`src/rtl/csr_machine_unit_rv32.sv`:
```
// Machine-mode CSR unit for RV32: operand formation, CSRRW/RS/RC read-modify-write,
// WARL handling for misa/mtvec/mepc, trap capture and 64-bit mcycle/minstret counters.
module csr_machine_unit_rv32 #(
    parameter logic [1:0]  MXL         = 2'b01,
    parameter logic [25:0] MISA_EXT    = 26'h0000100,
    parameter logic [31:0] MTVEC_RST   = 32'h0000_0000,
    parameter bit          VECTORED_EN = 1'b1,
    parameter bit          CNT_EN      = 1'b1
) (
    input  logic        clk_in,
    input  logic        rst_n_in,
    input  logic        csr_en_in,
    input  logic [2:0]  csr_op_in,
    input  logic [11:0] csr_addr_in,
    input  logic [4:0]  csr_uimm_in,
    input  logic [31:0] csr_data_in,
    input  logic        instret_inc_in,
    input  logic        trap_taken_in,
    input  logic [31:0] trap_cause_in,
    input  logic [31:0] trap_pc_in,
    output logic [31:0] csr_rdata_out,
    output logic        csr_illegal_out,
    output logic [31:0] misa_out,
    output logic [31:0] mtvec_out,
    output logic [31:0] mepc_out
);
    localparam logic [11:0] ADDR_MISA      = 12'h301;
    localparam logic [11:0] ADDR_MTVEC     = 12'h305;
    localparam logic [11:0] ADDR_MSCRATCH  = 12'h340;
    localparam logic [11:0] ADDR_MEPC      = 12'h341;
    localparam logic [11:0] ADDR_MCAUSE    = 12'h342;
    localparam logic [11:0] ADDR_MCYCLE    = 12'hB00;
    localparam logic [11:0] ADDR_MINSTRET  = 12'hB02;
    localparam logic [11:0] ADDR_MCYCLEH   = 12'hB80;
    localparam logic [11:0] ADDR_MINSTRETH = 12'hB82;
    localparam logic [11:0] ADDR_MHARTID   = 12'hF14;

    localparam logic [31:0] MISA_VAL = {MXL, 4'b0000, MISA_EXT};
    // Reset mode falls back to direct (00) when the parameter asks for an unsupported mode.
    localparam logic [1:0]  MTVEC_RST_MODE =
        ((MTVEC_RST[1:0] == 2'b00) || ((MTVEC_RST[1:0] == 2'b01) && VECTORED_EN)) ?
        MTVEC_RST[1:0] : 2'b00;

    logic [31:0] r_mtvec;
    logic [31:0] r_mscratch;
    logic [31:0] r_mepc;
    logic [31:0] r_mcause;
    logic [63:0] r_mcycle;
    logic [63:0] r_minstret;

    logic        w_known;
    logic [31:0] w_old;
    logic [31:0] w_operand;
    logic [31:0] w_new;
    logic        w_wr_req;
    logic        w_illegal;
    logic        w_we;
    logic [1:0]  w_mtvec_mode;
    logic [63:0] w_mcycle_inc;
    logic [63:0] w_minstret_inc;
    logic [63:0] w_mcycle_d;
    logic [63:0] w_minstret_d;

    always_comb begin
        w_known = 1'b1;
        w_old   = 32'h0;
        case (csr_addr_in)
            ADDR_MISA:      w_old = MISA_VAL;
            ADDR_MTVEC:     w_old = r_mtvec;
            ADDR_MSCRATCH:  w_old = r_mscratch;
            ADDR_MEPC:      w_old = r_mepc;
            ADDR_MCAUSE:    w_old = r_mcause;
            ADDR_MCYCLE:    w_old = CNT_EN ? r_mcycle[31:0] : 32'h0;
            ADDR_MINSTRET:  w_old = CNT_EN ? r_minstret[31:0] : 32'h0;
            ADDR_MCYCLEH:   w_old = CNT_EN ? r_mcycle[63:32] : 32'h0;
            ADDR_MINSTRETH: w_old = CNT_EN ? r_minstret[63:32] : 32'h0;
            ADDR_MHARTID:   w_old = 32'h0;
            default:        w_known = 1'b0;
        endcase
    end

    always_comb begin
        w_operand = csr_op_in[2] ? {27'b0, csr_uimm_in} : csr_data_in;
        case (csr_op_in[1:0])
            2'b01:   w_new = w_operand;
            2'b10:   w_new = w_old | w_operand;
            2'b11:   w_new = w_old & ~w_operand;
            default: w_new = w_old;
        endcase
        // Set/clear forms with a zero rs1/uimm field are pure reads.
        w_wr_req  = (csr_op_in[1:0] == 2'b01) || (csr_uimm_in != 5'd0);
        w_illegal = csr_en_in && (!w_known || (csr_op_in[1:0] == 2'b00) ||
                                  ((csr_addr_in[11:10] == 2'b11) && w_wr_req));
        w_we      = csr_en_in && w_wr_req && !w_illegal && !trap_taken_in;
        w_mtvec_mode = ((w_new[1:0] == 2'b00) || ((w_new[1:0] == 2'b01) && VECTORED_EN)) ?
                       w_new[1:0] : r_mtvec[1:0];
    end

    always_comb begin
        w_mcycle_inc   = r_mcycle + 64'd1;
        w_minstret_inc = r_minstret + {63'd0, instret_inc_in};
        w_mcycle_d     = w_mcycle_inc;
        w_minstret_d   = w_minstret_inc;
        // A written half takes the new value; the other half neither gains nor loses a carry.
        if (w_we && (csr_addr_in == ADDR_MCYCLE)) begin
            w_mcycle_d = {r_mcycle[63:32], w_new};
        end else if (w_we && (csr_addr_in == ADDR_MCYCLEH)) begin
            w_mcycle_d = {w_new, w_mcycle_inc[31:0]};
        end
        if (w_we && (csr_addr_in == ADDR_MINSTRET)) begin
            w_minstret_d = {r_minstret[63:32], w_new};
        end else if (w_we && (csr_addr_in == ADDR_MINSTRETH)) begin
            w_minstret_d = {w_new, w_minstret_inc[31:0]};
        end
        if (!CNT_EN) begin
            w_mcycle_d   = 64'd0;
            w_minstret_d = 64'd0;
        end
    end

    always_ff @(posedge clk_in or negedge rst_n_in) begin
        if (!rst_n_in) begin
            r_mtvec    <= {MTVEC_RST[31:2], MTVEC_RST_MODE};
            r_mscratch <= 32'h0;
            r_mepc     <= 32'h0;
            r_mcause   <= 32'h0;
            r_mcycle   <= 64'd0;
            r_minstret <= 64'd0;
        end else begin
            r_mcycle   <= w_mcycle_d;
            r_minstret <= w_minstret_d;
            if (trap_taken_in) begin
                r_mepc   <= trap_pc_in & 32'hFFFF_FFFC;
                r_mcause <= trap_cause_in;
            end else if (w_we) begin
                case (csr_addr_in)
                    ADDR_MTVEC:    r_mtvec    <= {w_new[31:2], w_mtvec_mode};
                    ADDR_MSCRATCH: r_mscratch <= w_new;
                    ADDR_MEPC:     r_mepc     <= {w_new[31:2], 2'b00};
                    ADDR_MCAUSE:   r_mcause   <= w_new;
                    default:       ;
                endcase
            end
        end
    end

    assign csr_illegal_out = rst_n_in && w_illegal;
    assign csr_rdata_out   = (rst_n_in && csr_en_in && !w_illegal) ? w_old : 32'h0;
    assign misa_out        = MISA_VAL;
    assign mtvec_out       = r_mtvec;
    assign mepc_out        = r_mepc;

endmodule

```
`config.mk`:
```
export PLATFORM = sky130hd
export DESIGN_NAME = csr_machine_unit_rv32
export DESIGN_NICKNAME = d
export VERILOG_FILES = /design/src/rtl/csr_machine_unit_rv32.sv
export SDC_FILE = /design/constraint.sdc
export NUM_CORES = 1
export LEC_CHECK = 0
export BUFFER_PORTS_ARGS = -buffer_cell sky130_fd_sc_hd__buf_2
export CORE_ASPECT_RATIO = 0.8
export CORE_MARGIN = 4
export CORE_UTILIZATION = 33
export CTS_BUF_LIST = sky130_fd_sc_hd__clkbuf_4 sky130_fd_sc_hd__clkbuf_8
export DETAILED_ROUTE_END_ITERATION = 16
export RECOVER_POWER = 25
export REMOVE_ABC_BUFFERS = 1
export SYNTH_ARGS = -nofsm -noshare
export SYNTH_HDL_FRONTEND = slang
export SYNTH_SLANG_ARGS = --single-unit
```
`constraint.sdc`:
```
create_clock -name clk_in -period 4.2 [get_ports clk_in]
set_input_delay 0 -clock clk_in [delete_from_list [all_inputs] [get_ports clk_in]]
set_output_delay 0 -clock clk_in [all_outputs]
set_load 0.05 [all_outputs]
```
### Word level (Yosys, flattened, before mapping)

Cells that the tools add are included.

| storage, ports and cells | value |
|---|---|
| flip-flop bits (word level) | 256 |
| input port bits | 121 |
| output and inout port bits | 129 |
| word-level logic and storage cells | 76 |

| operators by class | value |
|---|---|
| add/subtract/negate cells | 2 |
| eq/ne operators | 15 |
| mux-type cells | 15 |
| bitwise operators | 4 |
| reductions and logical operators | 31 |

Operators with widths:

| cell | count |
|---|---|
| $mux W32 | 10 |
| $pmux W32 S9 | 1 |
| $mux W64 | 2 |
| $pmux W32 S3 | 1 |
| $add A64 B1 Y64 | 1 |
| $add A64 B1 Y64 const B | 1 |
| $eq A12 B10 Y1 const B | 5 |
| $eq A12 B12 Y1 const B | 5 |
| $and A32 B32 Y32 | 1 |
| $not A32 Y32 | 1 |
| $or A32 B32 Y32 | 1 |
| $logic_and A1 B1 Y1 | 12 |
| $reduce_or A10 Y1 | 1 |
| $eq A2 B2 Y1 const B | 3 |
| $reduce_and A3 Y1 | 2 |
| $reduce_bool A2 Y1 | 3 |
| $reduce_bool A5 Y1 | 1 |
| $eq A2 B1 Y1 const B | 2 |
| $logic_not A2 Y1 | 2 |
| $logic_or A1 B1 Y1 | 4 |
| $reduce_and A2 Y1 | 2 |
| $reduce_and A4 Y1 | 1 |
| $logic_not A1 Y1 | 3 |
| $mux W1 | 1 |
| $not A1 Y1 | 1 |

### Longest topological paths before layout

Gate-level depths: netlist (run 1).

| depth | value |
|---|---|
| word-level depth | 13 |
| gate-level depth with buffers | 10 |

### Worst setup path before layout (run 1)

Ideal clock, no wire load.

| timing path | value |
|---|---|
| path kind | in2out |
| start point | in csr_addr_in[5] |
| end point | out csr_rdata_out[11] |
| arrival time | 2.514 ns |
| required time | 4.200 ns |
| slack | 1.686 ns |
| stages | 10 |
| path buffers | 5 |
| cells stage by stage | buf_6 > or4b_1 > buf_4 > nor3_2 > buf_4 > o41ai_1 > or2_1 > buf_2 > buf_6 > a31oi_1 |

| between the ends | value |
|---|---|
| word-level cells in the longest chain between the ends | 10 |
| elaborated cells between the ends (all ways) | 20 |
| those cells by class | 10 x eq/ne; 3 x mux; 7 x reduce/logical |

RTL lines:

| what | line | text |
|---|---|---|
| start: declaration | 14 | `input logic [11:0] csr_addr_in,` |
| $eq A12 B12 Y1 or $eq A12 B10 Y1 (tied branches) | 67 | `case (csr_addr_in)` |
| $reduce_or A10 Y1 (no line) | - |  |
| $mux W1 | 67 |  |
| $logic_not A1 Y1 | 92 | `w_illegal = csr_en_in && (!w_known \|\| (csr_op_in[1:0] == 2'b00) \|\|` |
| $logic_or A1 B1 Y1 (2 in series) | 92 |  |
| $logic_and A1 B1 Y1 | 92 |  |
| $logic_not A1 Y1 | 148 | `assign csr_rdata_out = (rst_n_in && csr_en_in && !w_illegal) ? w_old : 32'h0;` |
| $logic_and A1 B1 Y1 | 148 |  |
| $mux W32 (*) | 148 |  |
| end: declaration | 21 | `output logic [31:0] csr_rdata_out,` |

Every way passes the cells marked *; elsewhere a longest branch is shown, timed or not.

### Worst setup path in the final report (run 1)

| timing path | value |
|---|---|
| start point | in csr_addr_in[4] |
| end point | reg r_mepc[31] (netlist: mepc_out[31]) |

| between the ends | value |
|---|---|
| word-level cells in the longest chain between the ends | 12 |
| elaborated cells between the ends (all ways) | 29 |
| those cells by class | 10 x eq/ne; 6 x mux; 2 x bitwise; 11 x reduce/logical |

RTL lines:

| what | line | text |
|---|---|---|
| $eq A12 B12 Y1, or another cell as far along | 67 |  |
| $reduce_or A10 Y1 (no line) | - |  |
| $mux W1 | 67 |  |
| $logic_not A1 Y1 | 92 |  |
| $logic_or A1 B1 Y1 (2 in series) | 92 |  |
| $logic_and A1 B1 Y1 | 92 |  |
| $logic_not A1 Y1 | 94 | `w_we = csr_en_in && w_wr_req && !w_illegal && !trap_taken_in;` |
| $logic_and A1 B1 Y1 (2 in series) | 94 |  |
| $reduce_bool A2 Y1 (no line) | - |  |
| $reduce_and A2 Y1 (no line) | - |  |
| end signal: assignment | 133 | `r_mepc <= trap_pc_in & 32'hFFFF_FFFC;` |
| end signal: assignment | 139 | `ADDR_MEPC: r_mepc <= {w_new[31:2], 2'b00};` |
| end: declaration | 46 | `logic [31:0] r_mepc;` |

Parallel ways exist; a longest one is shown, timed or not. The select of a mux whose other input is x is not followed.
A chain may end at the register's enable or synchronous reset.

==> results of run 1 <==
worst min-delay path, delay by kind of cell:
kind	cells	cell delay [ps]
buffers and inverters	1	100
AOI/OAI and AO/OA	1	70
and+or+nand+nor	4	410
registers in the layout, indices dropped and copies added, names as in the netlist:
| signal | flops |
|---|---|
| r_mcause | 32 |
| r_mscratch | 32 |
| mtvec_out | 32 |
| r_minstret | 64 |
| mepc_out | 30 |
| r_mcycle | 64 |
path summary, 6_finish.rpt:
check                                start        endpoint  slack (ps)  depth (start not counted)
min in group asynchronous         rst_n_in    r_mcycle[13]         460                          3
setup reg to reg             r_minstret[8]  r_minstret[52]        1170                          6
setup / recovery            csr_addr_in[4]    mepc_out[31]         510                         12
hold / removal             csr_data_in[20]    mepc_out[20]          20                          6
max in group asynchronous         rst_n_in   mtvec_out[19]        1340                          4
hold reg to reg             r_mscratch[12]  r_mscratch[12]         480                          2
per-layer routing:
| layer | up-vias | GRT usage [%] | share of wire [%] |
|---|---|---|---|
| met4 | 8 | 8.59 | 3.3 |
| met5 | - | 0 | 0.071 |
| li1 | 8114 | - | - |
| met2 | 1221 | 43.0 | 42 |
| met3 | 170 | 6.40 | 11 |
| met1 | 9305 | 42.9 | 44 |
cell families after synthesis:
| group | after synthesis |
|---|---|
| and+or+nand+nor | 832 |
| adders and majority gates | 3 |
| muxes | 102 |
| other | 2 |
| DFF | 254 |
| AOI/OAI and AO/OA | 557 |
| xor gates and xnor gates | 83 |
| buffers and inverters | 205 |
cells in the final DEF, fill, tap and decap left out, types with 23 or more instances in the layout:
cell             n
and2_1          29
a31oi_1         23
inv_1           29
nor2_1         109
buf_4           91
nand2_1        226
clkbuf_8        56
xnor2_1         57
xor2_1          26
clkbuf_1        62
and3_1          44
dlygate4sd3_1   97
conb_1          34
a21oi_1        138
dfrtp_1        254
nor3b_1         37
nor3_1          50
o211ai_1        25
mux2_2          26
o21ai_0        154
nor4_1          28
mux2i_1         75
nor2b_1         50
nand3_1         91
a22oi_1         32
nand4_1         48
buf_2          137
report_power, final:
group / switching, mW / total (mW) / internal (mW) / leakage (nW)
Clock: 1.16 / 2.53 / 1.37 / 0.503
Sequential: 0.134 / 2.69 / 2.56 / 3.23
Combinational: 0.692 / 1.05 / 0.356 / 4.90
Total: 1.98 / 6.27 / 4.28 / 8.63
through the flow:
| stage | hold WS (ps) | instances |
|---|---|---|
| 3_3_place_gp | 26.8 | 2884 |
| 6_report | 21.8 | 3061 |
| 3_5_place_dp | 27.6 | 2884 |
| 5_1_grt | 57.3 | 3060 |
| 2_1_floorplan | -296 | 1894 |
| 4_1_cts | 1.22 | 3060 |
layout make-up:
| class | instances | area, µm² | area share (%) |
|---|---|---|---|
| Sequential cell | 254 | 6360 | 29.8 |
| Multi-Input combinational cell | 1611 | 10200 | 47.7 |
| Clock inverter | 3 | 17.5 | 0.0823 |
| Timing Repair Buffer | 403 | 2880 | 13.5 |
| Antenna cell | 1 | 2.50 | 0.0118 |
| Clock buffer | 76 | 921 | 4.32 |
| Tap cell | 684 | 856 | 4.02 |
| Inverter | 29 | 109 | 0.511 |
==> impl_metrics.csv, run 1 <==
group,metric,value,unit
outcome,status,"finished, violations left",
outcome,violations,"max-capacitance violations, max-slew violations",
timing,finalCriticalPeriod,3690,ps
layout,final_util,41.3,%
synth,yosysUniqueCellTypes,93,
synth,synth_most_common_cell,"dfrtp_1",
synth,yosys.area_share.simple,26.1,%
synth,synthTopCellsByArea,"dfrtp_1, nand2_1, o21ai_0",
timing,setup_ws,506,ps
setup_path,cpMostUsedCell,"dlygate4sd3_1",
layout,stdcell_area,21300,µm²
clock_network,clockBufferDepth,3,
grt,grt_max_degree,129,
layout,nFillCells,5210,
synth,synthAdderAreaFrac,0.216,%
route,drc_errors,0,
synth,ys_seq_elements,254,
layout,layout-drive-gt1-share,17.2,%
setup_path,cp-start-kind,"input port",
synth,synth_cells,2038,
place,dpl_cell_area,19500,µm²
setup_path,slowest_stage,"or4b_1",
setup_path,critPathBufInv,6,
timing,drv_slew,129,
synth,synth_area_leader_cell,"dfrtp_1",
clock_network,ctsHoldBuffers,97,
synth,synthArstFlopShare,100,%
grt,grt_pass1_vias,17662,
clock_network,cts.sinks,254,
synth,avgSynthCellArea,8.54,µm²
power,p_leak,8.63,nW
route,drt-pass1-iter-count,6,
setup_path,crit_fanout,12,
hold_path,min_path_type,"in2reg",
synth,yosysTopAreaCellShare,36.5,%
synth,synthMuxAreaShare,6.12,%
timing,fin_crit_sh,87.9,%
route,via_per_inst,6.15,
synth,synth_warnings,0,
timing,fmax,271,MHz
timing,tns,0,ps
route,avgRoutedWirePerCell,27.9,µm
place,port_buffers,213,
clock_network,ctsResizeCount,0,
synth,netlist_area,17400,µm²
power,peakVddDrop,0.182,mV
setup_path,cp.required,4680,ps
grt,antenna_found_initial,5,
clock_network,cts_htree_levels,2,
route,ant_nets,0,
die,fp.dieH,213,µm
synth,synth_top_family_by_area,"simple AND/OR/NAND/NOR gates",
die,io_pins,250,
clock_network,clk_latency,600,ps
route,routed_wl,85.4,mm
setup_path,crit_path_end_kind,"register",
place,dp_hpwl,63.3,mm
timing,skew,21.8,ps
place,pre_cts_ws,984,ps
timing,maxSlewHeadroom,-32.4,%
route,drt_iter0_markers,2712,
synth,yosys.area_share.xor_xnor,4.18,%
die,start_util,33.7,%
synth,synth_edf_count,0,
setup_path,crit_type,"in2reg",
setup_path,arrival,4170,ps
power,power,6.27,mW
clock_network,cts_buffers,46,
setup_path,slowest_delay,810,ps
synth,synth_compound_gate_area_share,20.9,%
grt,grt_use_total,29.1,%
timing,finalHoldViolations,0,
grt,grt_pass1_wl,124,mm
synth,seq_area_frac_synth,36.5,%
clock_network,cts_tree,"built",
die,rows,74,
die,die_area,56500,µm²
die,die_w,265,µm
route,route.vias.total,18818,
synth,yosys-top-cells-count,"dfrtp_1, nand2_1, o21ai_0",
run,drv_cap,1,
setup_path,path_cells,"dlygate4sd3_1 -> buf_2 -> or4b_1 -> nor3_4 -> buf_4 -> and3_1 -> buf_4 -> nor3b_1 -> a21oi_1 -> dlygate4sd3_1 -> o21ai_1 -> dlygate4sd3_1",
timing,setup-violations-final,0,
layout,fin_nets,2469,
grt,grt_overflow,0,
setup_path,cp_top_family,"buffers and inverters",
clock_network,root_buffer,"clkbuf_8",
power,power_density,294,nW/µm²
clock_network,clk_pin_slew,60,ps
timing,max_slew.worst_pin.slew,1990,ps
die,coreArea,51600,µm²
timing,rsz0062_at_grt,"false",
synth,synthFlopType,"dfrtp_1",
place,gp_congestion,0.970,
clock_network,post-cts-setup-buffers,0,
layout,syn_to_final_growth,22.4,%
No activity file was read; power rests on OpenSTA's default activity.
==> run 2, diff against run 1 <==
PLACE_DENSITY = 0.59   (was default)
==> impl_metrics.csv, run 2 (synthesis results as in run 1) <==
group,metric,value,unit
timing,skew,43.0,ps
die,die_area,56500,µm²
place,dp_hpwl,63.2,mm
setup_path,arrival,3250,ps
clock_network,cts_buffers,45,
power,seq_power_share,41.8,%
setup_path,worstReg2RegEnd,"r_minstret[28]",
route,ant_nets,0,
power,power_density,304,nW/µm²
clock_network,clockBufferDepth,3,
layout,layout-drive-gt1-share,17.6,%
power,power_switching,2.01,mW
clock_network,post-cts-setup-buffers,0,
place,gp_congestion,0.983,
setup_path,crit_path_end_kind,"primary output",
setup_path,cp-start-kind,"input port",
timing,fin_crit_sh,77.3,%
setup_path,cp.required,4200,ps
timing,rsz0062_at_grt,"false",
die,die_w,265,µm
grt,grt_use_total,28.9,%
power,p_int,4.44,mW
grt,grt_max_degree,141,
route,drc_errors,0,
route,route.vias.total,18615,
die,rows,74,
die,io_pins,250,
grt,grt_pass1_vias,17723,
die,start_util,33.7,%
power,peakVddDrop,0.212,mV
setup_path,crit_type,"in2out",
place,port_buffers,213,
route,via_per_inst,6.11,
layout,fin_nets,2448,
route,avgRoutedWirePerCell,27.9,µm
route,drt-pass1-iter-count,7,
clock_network,cts_htree_levels,2,
timing,tns,0,ps
hold_path,whs_path_depth,6,
timing,setup_ws,955,ps
clock_network,clk_latency,620,ps
layout,top_regs,"r_mcycle (64), r_minstret (64)",
clock_network,cts.sinks,254,
layout,stdcell_area,21200,µm²
power,pwr-share-clk,42.4,%
clock_network,root_buffer,"clkbuf_8",
run,drv_cap,2,
power,swShare,31.2,%
place,pre_cts_ws,925,ps
route,drt_iter0_markers,2622,
route,routed_wl,85.0,mm
hold_path,worstHoldEndpoint,"r_mscratch[27]",
timing,max_slew.worst_pin.slew,2680,ps
die,coreArea,51600,µm²
clock_network,clk_pin_slew,70,ps
setup_path,reg2regPathDepth,6,
timing,finalCriticalPeriod,3250,ps
hold_path,min_path_type,"in2reg",
timing,setup-violations-final,0,
layout,mostFrequentLayoutCells,"dfrtp_1, nand2_1, o21ai_0, a21oi_1, buf_2",
timing,fmax,308,MHz
grt,antenna_found_initial,7,
layout,multi_input_area,10200,µm²
timing,finalHoldWorstSlack,35.0,ps
place,dpl_cell_area,19500,µm²
outcome,status,"finished, violations left",
grt,grt_pass1_wl,122,mm
setup_path,crit_fanout,22,
power,power,6.44,mW
layout,layout_commonest_cell,"dfrtp_1",
setup_path,crit-reg2reg-launch,"r_minstret[4]",
power,p_leak,8.61,nW
die,fp.dieH,213,µm
timing,finalHoldViolations,0,
timing,drv_slew,187,
grt,grt_overflow,0,
layout,nFillCells,5176,
power,comb_power_share,15.8,%
clock_network,cts_tree,"built",
hold_path,hp-start,"csr_addr_in[4]",
timing,maxSlewHeadroom,-78.5,%
layout,syn_to_final_growth,21.6,%
setup_path,r2r_slack,1170,ps
outcome,violations,"max-capacitance violations, max-slew violations",
layout,regArea,6360,µm²
==> run 2: cell count changes in the layout (fill, tap and decap cells not counted), sizes merged <==
cell,before,now
clkinvlp,1,2
diode,1,2
bufinv,0,2
buf,243,247
clkinv,2,4
dlygate4sd3,97,72
==> run 2: how the worst max path moves through the flow <==
stage	start	to	slack, ps	cells past startpoint
after detailed placement	csr_addr_in[7]	r_minstret[57]	920	7
after floorplan	csr_addr_in[11]	r_minstret[37]	170	6
after CTS	csr_addr_in[7]	csr_rdata_out[13]	1120	8
after global placement	csr_addr_in[7]	mepc_out[7]	970	7
final	csr_addr_in[7]	csr_rdata_out[3]	950	8
after global routing	rst_n_in	r_minstret[33]	660	4
==> run 2: through the flow <==
step / util [%] / cells
final: 41.0 / 3046
after detailed placement: 37.8 / 2888
after CTS: 41.3 / 3044
after global placement: 37.8 / 2888
after global routing: 41.0 / 3044
after floorplan: - / 1894
==> run 2: timing repair <==
action | CTS | global route
endpoints found under the hold margin | 254 | 0
setup endpoints to repair | 0 | 0
hold buffers | 73 | 0
resized for setup | 0 | 0
==> run 2: layout make-up <==
class,instances,share of cell area (%)
multi-input cells,1611,48.0
flip-flops and latches,254,30.0
repair buffers,383,12.5
clock buffers,75,4.46
well taps,684,4.04
inverters,29,0.514
clock inverters,8,0.449
diodes,2,0.0236
==> run 2: power groups by stage <==
stage	logic, mW	clock network [mW]	registers [mW]
after global routing	1.09	2.86	2.70
after CTS	1.02	2.76	2.69
final	1.02	2.73	2.69
after global placement	0.942	0	2.72
after floorplan	0.441	0	2.78
after detailed placement	0.954	0	2.73
==> run 2: routing by layer <==
| metal | vias to the layer above | part of all wire [%] | global-route usage, % |
|---|---|---|---|
| met1 | 9225 | 44 | 41.9 |
| met5 | - | 0.048 | 0 |
| met2 | 1116 | 42 | 42.6 |
| met3 | 177 | 11 | 7.47 |
| li1 | 8091 | - | - |
| met4 | 6 | 3.1 | 8.45 |
==> run 2: critical path: stages <==
cell     delay (ps)
buf_2           450
or4b_1          650
nor3_2          110
o41ai_1         430
or2_1           700
buf_4           470
a21oi_1         130
buf_2           240
